`config.mk`:
```
export PLATFORM = sky130hd
export DESIGN_NAME = song_sequencer
export DESIGN_NICKNAME = d
export VERILOG_FILES = /design/src/rtl/song_pkg.sv /design/src/rtl/tempo_edge.sv /design/src/rtl/song_sequencer.sv
export SDC_FILE = /design/constraint.sdc
export NUM_CORES = 1
export LEC_CHECK = 0
export BUFFER_PORTS_ARGS = -buffer_cell sky130_fd_sc_hd__buf_2
export CAP_MARGIN = 20
export CORE_MARGIN = 5
export CORE_UTILIZATION = 54
export CTS_CLUSTER_DIAMETER = 150
export DETAILED_ROUTE_END_ITERATION = 7
export GPL_TIMING_DRIVEN = 0
export PLACE_DENSITY_LB_ADDON = 0.25
export SLEW_MARGIN = 5
export SYNTH_ARGS = -nofsm -noshare
export SYNTH_HDL_FRONTEND = slang
export SYNTH_SLANG_ARGS = --single-unit
```
`constraint.sdc`:
```
create_clock -name clk -period 1.8 [get_ports clk]
set_clock_uncertainty 0.05 [all_clocks]
set_input_delay 0.18 -clock clk [delete_from_list [all_inputs] [get_ports clk]]
set_output_delay 0.18 -clock clk [all_outputs]
set_load 0.05 [all_outputs]
```
`src/rtl/song_pkg.sv`:
```
// Shared types and constants for the song sequencer: FSM states, ROM word
// field positions and the note half-period table for the 2.08 MHz oscillator.
package song_pkg;

   typedef enum logic [2:0] {IDLE, FETCH, LOAD, PLAY, END} state_t;

   localparam int DUR_MSB = 15;
   localparam int DUR_LSB = 12;
   localparam int N0_MSB  = 11;
   localparam int N0_LSB  = 6;
   localparam int N1_MSB  = 5;
   localparam int N1_LSB  = 0;

   localparam logic [5:0] NOTE_REST = 6'd0;

   // Index 1 is C3, one semitone per step up to D8 at index 63 (A4 = 22).
   // Each value is round(2.08 MHz / (2 * f)).
   localparam logic [12:0] NOTE_DIV [0:63] = '{
      0,
      7950, 7504, 7083, 6685, 6310, 5956, 5622, 5306, 5008, 4727, 4462, 4212,
      3975, 3752, 3541, 3343, 3155, 2978, 2811, 2653, 2504, 2364, 2231, 2106,
      1988, 1876, 1771, 1671, 1578, 1489, 1405, 1327, 1252, 1182, 1115, 1053,
       994,  938,  885,  836,  789,  744,  703,  663,  626,  591,  558,  526,
       497,  469,  443,  418,  394,  372,  351,  332,  313,  295,  279,  263,
       248,  235,  221
   };

endpackage

```
`src/rtl/tempo_edge.sv`:
```
// Rising-edge detector on the EFB tempo output; one-cycle tick per edge.
module tempo_edge (
   input  logic clk,
   input  logic rstn,
   input  logic tempo_i,
   output logic tick_o
);

   logic tempo_q;

   always_ff @(posedge clk or negedge rstn) begin
      if (!rstn) tempo_q <= 1'b0;
      else       tempo_q <= tempo_i;
   end

   assign tick_o = tempo_i & ~tempo_q;

endmodule

```
`src/rtl/song_sequencer.sv`:
```
// Steps the two-voice buzzer through a song held in a synchronous ROM.
// Define SONG_SEQUENCER_LOOP_EN to repeat the song until stop.
module song_sequencer
   import song_pkg::*;
#(
   parameter int ADDR_W = 8,
   parameter int DIV_W  = 13
) (
   input  logic              clk,
   input  logic              rstn,
   input  logic              tempo,
   input  logic              start,
   input  logic              stop,
   output logic [ADDR_W-1:0] rom_addr,
   input  logic [15:0]       rom_data,
   output logic [DIV_W-1:0]  div0,
   output logic [DIV_W-1:0]  div1,
   output logic [1:0]        voice_en,
   output logic              busy,
   output logic              done
);

   state_t            state_q, state_d;
   logic [ADDR_W-1:0] addr_q, addr_d;
   logic [DIV_W-1:0]  div0_q, div0_d, div1_q, div1_d;
   logic [1:0]        en_q, en_d;
   logic [3:0]        cnt_q, cnt_d;
   logic              done_q, done_d;
   logic              tick;
   logic [3:0]        dur;
   logic [5:0]        n0, n1;

   function automatic logic [DIV_W-1:0] note_div(input logic [5:0] idx);
      return (idx == NOTE_REST) ? '0 : DIV_W'(NOTE_DIV[idx]);
   endfunction

   tempo_edge u_tempo_edge (
      .clk     (clk),
      .rstn    (rstn),
      .tempo_i (tempo),
      .tick_o  (tick)
   );

   assign dur = rom_data[DUR_MSB:DUR_LSB];
   assign n0  = rom_data[N0_MSB:N0_LSB];
   assign n1  = rom_data[N1_MSB:N1_LSB];

   always_ff @(posedge clk or negedge rstn) begin
      if (!rstn) begin
         state_q <= IDLE;
         addr_q  <= '0;
         div0_q  <= '0;
         div1_q  <= '0;
         en_q    <= '0;
         cnt_q   <= '0;
         done_q  <= 1'b0;
      end else begin
         state_q <= state_d;
         addr_q  <= addr_d;
         div0_q  <= div0_d;
         div1_q  <= div1_d;
         en_q    <= en_d;
         cnt_q   <= cnt_d;
         done_q  <= done_d;
      end
   end

   // Outputs only change on LOAD, END or stop, so a note keeps sounding
   // while the next entry is being fetched.
   always_comb begin
      state_d = state_q;
      addr_d  = addr_q;
      div0_d  = div0_q;
      div1_d  = div1_q;
      en_d    = en_q;
      cnt_d   = cnt_q;
      done_d  = 1'b0;
      unique case (state_q)
         IDLE: begin
            if (start) begin
               state_d = FETCH;
               addr_d  = '0;
            end
         end
         FETCH: state_d = LOAD;
         LOAD: begin
            if (dur == 4'd0) begin
               done_d = 1'b1;
`ifdef SONG_SEQUENCER_LOOP_EN
               addr_d  = '0;
               state_d = FETCH;
`else
               div0_d  = '0;
               div1_d  = '0;
               en_d    = 2'b00;
               state_d = END;
`endif
            end else begin
               div0_d  = note_div(n0);
               div1_d  = note_div(n1);
               en_d    = {n1 != NOTE_REST, n0 != NOTE_REST};
               cnt_d   = dur;
               state_d = PLAY;
            end
         end
         PLAY: begin
            if (tick) begin
               cnt_d = cnt_q - 4'd1;
               if (cnt_q == 4'd1) begin
                  addr_d  = addr_q + ADDR_W'(1);
                  state_d = FETCH;
               end
            end
         end
         END:     state_d = IDLE;
         default: state_d = IDLE;
      endcase
      if (stop) begin
         state_d = IDLE;
         div0_d  = '0;
         div1_d  = '0;
         en_d    = 2'b00;
         done_d  = 1'b0;
      end
   end

   assign rom_addr = addr_q;
   assign div0     = div0_q;
   assign div1     = div1_q;
   assign voice_en = en_q;
   assign busy     = (state_q != IDLE);
   assign done     = done_q;

endmodule

```
==> results of run 1 <==
==> critical path, cell delays in order (launching register included) <==
cell	delay [ns]
dfrtp_1	0.40
or4b_4	0.56
buf_12	0.16
a211o_4	0.33
or3_1	0.32
o211ai_1	0.10
==> flip-flops by register name, indices dropped and copies added (netlist names) <==
name,count
div1,13
u_tempo_edge.tempo_q,1
state_q,3
voice_en,2
rom_addr,8
div0,13
done,1
cnt_q,4
==> metal layers <==
metal / vias up / routed length [microns]
li1: 2392 / -
met1: 2607 / 7610
met2: 416 / 7710
met3: 56 / 2200
met4: 0 / 376
met5: - / 0
==> timing repair <==
action,CTS,global route
hold buffers,1,1
pin swaps,19,11
endpoints found under the setup margin,31,36
setup buffers,24,15
hold endpoints to repair,1,45
resized for setup,59,46
==> area by class of cell <==
| type | count | area, sq um | share of cell area |
|---|---|---|---|
| multi-input cells | 456 | 3590 | 0.587 |
| plain buffers | 59 | 392 | 0.0640 |
| flip-flops and latches | 45 | 1130 | 0.184 |
| clock inverters | 2 | 37.5 | 0.00613 |
| clock buffers | 6 | 82.6 | 0.0135 |
| repair buffers | 94 | 667 | 0.109 |
| well taps | 108 | 135 | 0.0221 |
| inverters | 19 | 88.8 | 0.0145 |
==> worst max-delay path by stage <==
stage                            from  endpoint  slack (ns)  depth (start not counted)
after floorplan           rom_data[6]   div0[8]       -0.24                          9
after global placement    rom_data[0]   div1[9]       -0.77                          8
after detailed placement  rom_data[0]   div1[9]       -0.70                          8
after CTS                  state_q[2]   div1[0]       -0.22                          5
after global routing       state_q[2]   div1[0]       -0.25                          5
final                      state_q[2]   div1[0]       -0.21                          5
==> cell families after synthesis <==
family,count (synthesis)
buffers and inverters,81
AND/OR/NAND/NOR,222
XOR/XNOR,6
flip-flops,45
multiplexers,31
AO/OA/AOI/OAI,178
adder cells (fa/ha/maj),19
==> Yosys cell counts, drive strengths merged, types with 8 or more instances <==
master / count / area, sq um
mux2i: 14 / 140
o311ai: 8 / 70.1
nor2: 28 / 105
o21ai: 26 / 130
nor3b: 9 / 67.6
nand2b: 23 / 144
nand2: 61 / 229
a21oi: 21 / 105
a211oi: 15 / 118
mux2: 10 / 113
and2: 10 / 62.6
ha: 19 / 238
o31ai: 13 / 97.6
clkbuf: 41 / 154
buf: 21 / 104
inv: 19 / 71.3
o211ai: 11 / 82.6
nor2b: 24 / 150
dfrtp: 45 / 1130
nor3: 16 / 80.1
==> metrics by stage <==
step | TNS, ns | utilization
after floorplan | -0.583 | -
after global placement | -15.26 | 0.612
after detailed placement | -15.95 | 0.612
after CTS | -2.37 | 0.678
after global routing | -4.37 | 0.712
final | -2.84 | 0.712
==> power by group through the flow <==
stage	Combinational (uW)	Sequential, uW	Clock, uW
final	1540	1160	855
after global routing	1630	1170	895
after CTS	1410	1160	858
after detailed placement	1290	1170	0
after global placement	1280	1170	0
after floorplan	793	1310	0
==> summary by stage, run 1 <==
Status
The run finished, with violations left. The final reports fail on negative setup slack.

Floorplanning
The number of placement rows is 34. Measured along the x axis, the die boundary spans slightly above 100 microns. During I/O placement, the number of pins put on the boundary was 59.

The total area inside the core boundary comes to between 0.008 and 0.009 sq mm. The die height is around 100 microns. The initial cell density of the core is 0.547. The die covers around 0.011 sq mm.

Pwr
The total power of the final layout is 3550 uW. The share of power burned in registers is 0.327. The part of the total power dissipated in the clock network is 0.241. The fraction of power spent switching nets is 0.402.

The analysis attributes to cell leakage a power of approximately 0.0026 uW. The maximum vdd ir drop is ~0.00033 V. The share of total power dissipated in combinational logic is 0.433. Dividing total power by cell area gives a power density of about 580 mW/mm^2. The switching power is between 1000 and 1500 uW.

The internal power of the cells totals about 2100 uW.

Synthesis
The share of flip-flops with an asynchronous set or reset is 1.00. The simple-gate area share of the yosys netlist is 0.253. During synthesis, Yosys emitted a total of 0 warnings. The number of flops mapped to enable cells by yosys is 0. Of the total synthesized cell area, the portion taken by XOR and XNOR cells is 0.0112. Counting every instance in the synthesized netlist gives 582. After synthesis, the largest family of logic cells by area is compound AO/OA/AOI/OAI gates. The mean instance size in the synthesized netlist is around 8.1 sq um.

The part of the Yosys area used for sequential elements is 0.240. The synthesized design contains 45 register bits. The most used flip-flop cell after synthesis is dfrtp_1. Of the post-synthesis cell area, the part taken by muxes is 0.0873. Counting every net in the synthesized netlist gives 622. Of the total synthesized cell area, the portion taken by full adders, half adders and majority gates is 0.0506.

The count of unique library cells instantiated by Yosys is 73. The synthesized-area fraction occupied by ao, oa, aoi and oai cells came to 0.288. The mapped netlist covers ~0.0047 sq mm.

Global route
The number of antenna violations at the first check in global routing is 0. The busiest metal layer after global routing is met2. The number of global-route vias before repair is a little over 5000. The global-route wire length before repair is between 20000 and 30000 microns. Entering global routing, the biggest net connects 46 pins. After global routing the overflow that remains totals 0. The global-route track usage on met2 is 0.483.

The global-route met3 utilization is 0.0899. The fraction of met1 tracks used by global routing is 0.469. The all-layer global routing usage is 0.326.

Drt
The number of nets with antenna violations after routing is 0. The via total after detailed routing is ~5500. After detailed routing, the average wire length per cell comes to approximately 23 microns. Dividing the detail-routed via count by the number of cells gives a little under 7. In the routed design, unresolved DRC markers number 0.

The number of search-and-repair iterations in the first detailed-routing pass is 6. The final layout contains routed wiring with a total length of 17900 microns. The count of routing violations after the opening detailed-route iteration is between 700 and 800.

Setup path
STA classifies the critical path startpoint as a flop. The worst-case reg-to-reg path depth is 5. The endpoint of the lowest-slack register-to-register path is div1[0]. The startpoint identified for the worst register-to-register timing path is state_q[2]. The worst setup path is captured at a flop. The internal reg-to-reg setup slack is -0.21 ns. The worst path required time is a little under 2 ns. The largest fanout on the critical path is 6. For the worst setup path, the data arrival time is around 2.2 ns.

The setup path with the least slack is of type reg -> reg.

Hold path
The startpoint identified for the worst hold timing path is stop. The worst hold path was traced through 2 stages. The worst min-delay path class is in -> reg. The path with the worst hold slack has its endpoint at state_q[0].

Timing
The post-route minimum period is ~2 ns. In the finished design, the share of the clock period the worst path needs comes to 1.12. The least setup slack across all paths after layout is -0.213 ns. The timing-limited maximum frequency is a little under 500 MHz. Setup repair after global routing could not meet its margin everywhere. Headroom to the max-slew limit came out at 0.303. The max-slew violation count was 0.

The hold slack is approximately 0.049 ns. The final hold violation count is 0. Setup violations remaining at the end of the flow were counted as 28. The slew at the pin closest to its max-slew limit is between 1 and 1.5 ns.

Clocking
The TritonCTS clock tree is yes. Counting the buffers created by CTS gives 5. The CTS clock-pin slew for the worst setup and hold paths is 0.10 ns. No sink is reached through more buffers than the 2 on the longest clock path. CTS saw 45 sinks. The maximum level of the CTS H-tree is 2.

The CTS root buffer is clkbuf_8. The clock reaches the later pin of the worst-skew pair after approximately 0.31 ns.

Finish
In the layout the commonest cells are buf_2 (63), nand2_1 (59), dfrtp_1 (45). The proportion of layout cells with a drive suffix above 1 is 0.320. The area growth from synthesis to layout is 30.2%. The total non-filler cell area in the finished layout is between 0.006 and 0.007 sq mm. The post-layout instance count excluding filler cells is about 790.

The count of fill cells added during filler insertion is ~670. The commonest non-fill, non-tap cell in the layout is buf_2. For this run, the post-layout net count is about 700.

The count of antenna diodes in the layout is 0.

Placed design
The HPWL after detailed placement is approximately 12000 microns. In this run the tool buffered the top-level ports with 52 buffer cells. Before CTS, the worst setup slack after placement is -0.700 ns. The area of placed instances is 0.00526 sq mm. The congestion estimate from routability-driven global placement came to ~1.1. The instance count after placement with tap cells included is about 740.

Run
Max-cap violations in this run came to 0.
Note: power is estimated with default switching activity, not from simulation.
==> inputs of run 2 (changes only) <==
--- a/config.mk
+++ b/config.mk
@@ -8,12 +8,14 @@
 export BUFFER_PORTS_ARGS = -buffer_cell sky130_fd_sc_hd__buf_2
 export CAP_MARGIN = 20
 export CORE_MARGIN = 5
-export CORE_UTILIZATION = 54
+export CORE_UTILIZATION = 35
 export CTS_CLUSTER_DIAMETER = 150
 export DETAILED_ROUTE_END_ITERATION = 7
 export GPL_TIMING_DRIVEN = 0
 export PLACE_DENSITY_LB_ADDON = 0.25
+export SKIP_LAST_GASP = 1
 export SLEW_MARGIN = 5
 export SYNTH_ARGS = -nofsm -noshare
 export SYNTH_HDL_FRONTEND = slang
 export SYNTH_SLANG_ARGS = --single-unit
+export TNS_END_PERCENT = 100
==> run 2 against run 1 <==
Against the previous run:
- the flow still finishes with violations (negative setup slack)
- routed wire length is 0.94% lower
- register-to-register slack gained 0.06 ns
- power increased by 4.6%
- die area increased by 49%
- cell count rose by 6.8%
- core utilization shrank 25 points
- non-clock buffer count shrank 14
- first-iteration DRC count fell by 8.5%
- global-route usage down 11 points
- critical endpoint unchanged
- largest power group unchanged
==> summary by stage, run 2 (synthesized netlist as in run 1, its figures left out) <==
Status
The run finished, with violations left. The final reports fail on negative setup slack.

Timing
The slew at the pin closest to its max-slew limit is 1.08 ns (+0.0407 ns). Setup repair after global routing could not meet its margin everywhere. The final number of setup-violating endpoints is 22 (-21%). The post-route clock period utilization is 1.08 (-0.0337).

The post-route minimum period was 1.95 ns (-0.0607 ns). The max-slew violation count is 0 (unchanged). The worst slew margin relative to its limit was 0.275 (-0.0273). The final hold violation count is 0 (unchanged).

The least setup slack across all paths after layout is -0.152 ns (+0.0607 ns). The setup TNS after final layout is -1.84 ns (+1.00 ns). The timing-limited maximum frequency came to 512 MHz (+3.1%).

Global route
The global-route wire length before repair was 28600 microns (+4.7%). The number of antenna violations at the first check in global routing was 0 (unchanged). The number of global-route vias before repair is 5192 (+0.78%). The maximum number of pins on one net before global-route repair was 46 (unchanged).

The all-layer global routing usage is 0.216 (-0.110). The global route total overflow is 0 (unchanged).

Placed design
The pre-CTS setup slack is -0.782 ns (-0.0822 ns). The instance count after placement with tap cells included was 810 (+9.2%). The number of input and output port buffers inserted came to 52 (unchanged). The final weighted congestion of routability-driven global placement came to 1.02 (-3.0%). The post-detailed-placement half-perimeter wirelength is 12500 microns (+1.9%).

Finish
Compared with the post-synthesis result, the final layout area differs by 29.8%. The count of antenna diodes in the layout is 0 (unchanged). The top cell types in the final layout, fill and taps aside, are buf_2 (61), nand2_1 (61), dfrtp_1 (45). The post-layout instance count excluding filler cells is 843 (+6.8%). The net count of the finished layout is 706 (-1.9%). The core utilization of the finished layout came to 0.463 (-0.249). The proportion of layout cells with a drive suffix above 1 is 0.306 (-0.0143).

Pwr
The cell internal power dissipation was 2310 uW (+8.9%). The share of power burned in registers is 0.313 (-0.014). The fraction of power consumed by combinational cells is 0.402 (-0.031). The power per standard cell area is 609 mW/mm^2 (+4.9%). The maximum vdd ir drop was 0.000335 V (+2.0%). The leakage component of the power is 0.00256 uW (-2.0%).

The fraction of power spent switching nets is 0.378 (-0.0243). The switching power is 1400 uW (-1.7%). The part of the total power dissipated in the clock network came to 0.285 (+0.044).

Setup path
The arrival time of data at the critical path endpoint is 2.10 ns (-0.09 ns). The nature of the critical path startpoint is a flop. The worst path required time was 1.95 ns (-0.02 ns).

The critical path endpoint category is a flop. The delay of the slowest cell on the worst path came to 0.55 ns (about the same). The critical path goes through or4b_4 -> buf_6 -> a211o_4 -> or3_1 -> o211ai_1.

In this design, the largest share of critical-path delay is due to simple AND/OR/NAND/NOR gates. The total buffers and inverters traversed by the critical path is 1 (unchanged). Among all stages on the critical path, the largest delay is contributed by or4b_4.

The largest fanout on the critical path is 6 (unchanged). The category of the most critical setup path is reg -> reg.

Drt
The number of search-and-repair iterations in the first detailed-routing pass was 8 (+2). The routed metal-1 wire length came to 7840 microns (+3.0%). The via total after detailed routing was 5356 (-2.1%). The post-detailed-routing wire length is 17700 microns (-0.94%). The wire length on met3 is 1700 microns (-23%). The highest metal layer carrying signal wires in the routed design is met4. The final routed wire length divided by cell count was 21.0 microns (-7.3%).

The number of nets with antenna violations after routing is 0 (unchanged). The count of routing violations after the opening detailed-route iteration was 668 (-8.5%). The number of design rule violations left after detail routing is 0 (unchanged).

The met2 wirelength from detailed routing is 7690 microns (-0.17%). The average vias per placed instance was 6.35 (-8.4%).

Clocking
The clock latency of the later-clocked register in the worst-skew pair was 0.29 ns (-0.02 ns). The maximum buffer depth of the clock tree is 2 (unchanged). TritonCTS built the clock tree. The maximum level of the CTS H-tree is 2 (unchanged). The CTS clock-pin slew for the worst setup and hold paths is 0.07 ns (-0.03 ns). In this run the clock root is driven by a clkbuf_16. The number of buffers created by CTS is 5 (unchanged). The number of clock sinks is 45 (unchanged).

Floorplanning
The placeable core region was 0.0132 sq mm (+53%). The x dimension of the die is 126 microns (+22%). The number of placement rows is 42 (+24%). The initial cell density of the core is 0.356 (-0.191). The area of the die came to 0.0158 sq mm (+49%).

The die height is 126 microns (+22%). The I/O pin count is 59 (unchanged).

Run
The number of max-cap violations is 0 (unchanged).

Hold path
The worst min-delay path class is in -> reg.
## run 2: changes by cell type in the layout (fill, tap and decap cells not counted), moves of 3 or more
cell       previous run  this run
clkbuf_2             10        13
buf_4                31        20
clkbuf_8             11         3
clkbuf_16             3         7
o311ai_1              4         1
a211oi_1             14         9
a211oi_2              0         5
## run 2: power groups by stage
| stage | logic (uW) | registers [uW] | clock network, uW |
|---|---|---|---|
| global placement | 1300 | 1170 | 0 |
| finish | 1500 | 1160 | 1060 |
| detailed placement | 1300 | 1170 | 0 |
| CTS | 1400 | 1150 | 1070 |
| floorplan | 793 | 1310 | 0 |
| global route | 1590 | 1170 | 1130 |
## run 2: area by class of cell
| cell class | instances | area, sq um |
|---|---|---|
| Fill cell | 1293 | 7090 |
| Multi-Input combinational cell | 456 | 3570 |
| Inverter | 19 | 88.8 |
| Sequential cell | 45 | 1130 |
| Tap cell | 176 | 220 |
| Buffer | 59 | 389 |
| Clock inverter | 2 | 38.8 |
| Clock buffer | 6 | 129 |
| Timing Repair Buffer | 80 | 542 |
## run 2: what timing repair did
| action | CTS | global route |
|---|---|---|
| gates resized for setup | 55 | 50 |
| endpoints found under the setup margin | 32 | 36 |
| endpoints found under the hold margin | 1 | 7 |
| hold buffers | 1 | 1 |
| buffers inserted | 21 | 4 |
| pin swaps | 17 | 15 |
## run 2: worst reg2reg max path: cells and delay by family (launching register included)
kind | cells | cell delay (ns)
and+or+nand+nor | 2 | 0.87
AOI/OAI and AO/OA | 2 | 0.40
DFF | 1 | 0.39
buffers and inverters | 1 | 0.15
## run 2: final timing paths
check / slack [ns] / cells past startpoint / startpoint / to
max: -0.15 / 5 / state_q[2] / div1[0]
min: 0.07 / 2 / stop / state_q[1]
min reg2reg: 0.42 / 2 / voice_en[1] / voice_en[1]
max reg2reg: -0.15 / 5 / state_q[2] / div1[0]
min in group asynchronous: 0.22 / 2 / rstn / rom_addr[5]
max in group asynchronous: 1.01 / 3 / rstn / div0[9]
## run 2: per-stage QoR
stage	hold WS, ns	instance area [sq um]	total power (uW)
detailed placement	0.254	5350	2470
floorplan	-0.166	4870	2100
finish	0.0739	6100	3720
global route	0.0800	6100	3900
CTS	0.0573	5910	3630
global placement	0.251	5350	2470
## run 2: metal layers
layer | GRT usage | vias to the layer above
met5 | 0 | -
met4 | 0.0688 | 0
met3 | 0.0487 | 56
met2 | 0.326 | 355
met1 | 0.309 | 2574
li1 | - | 2371
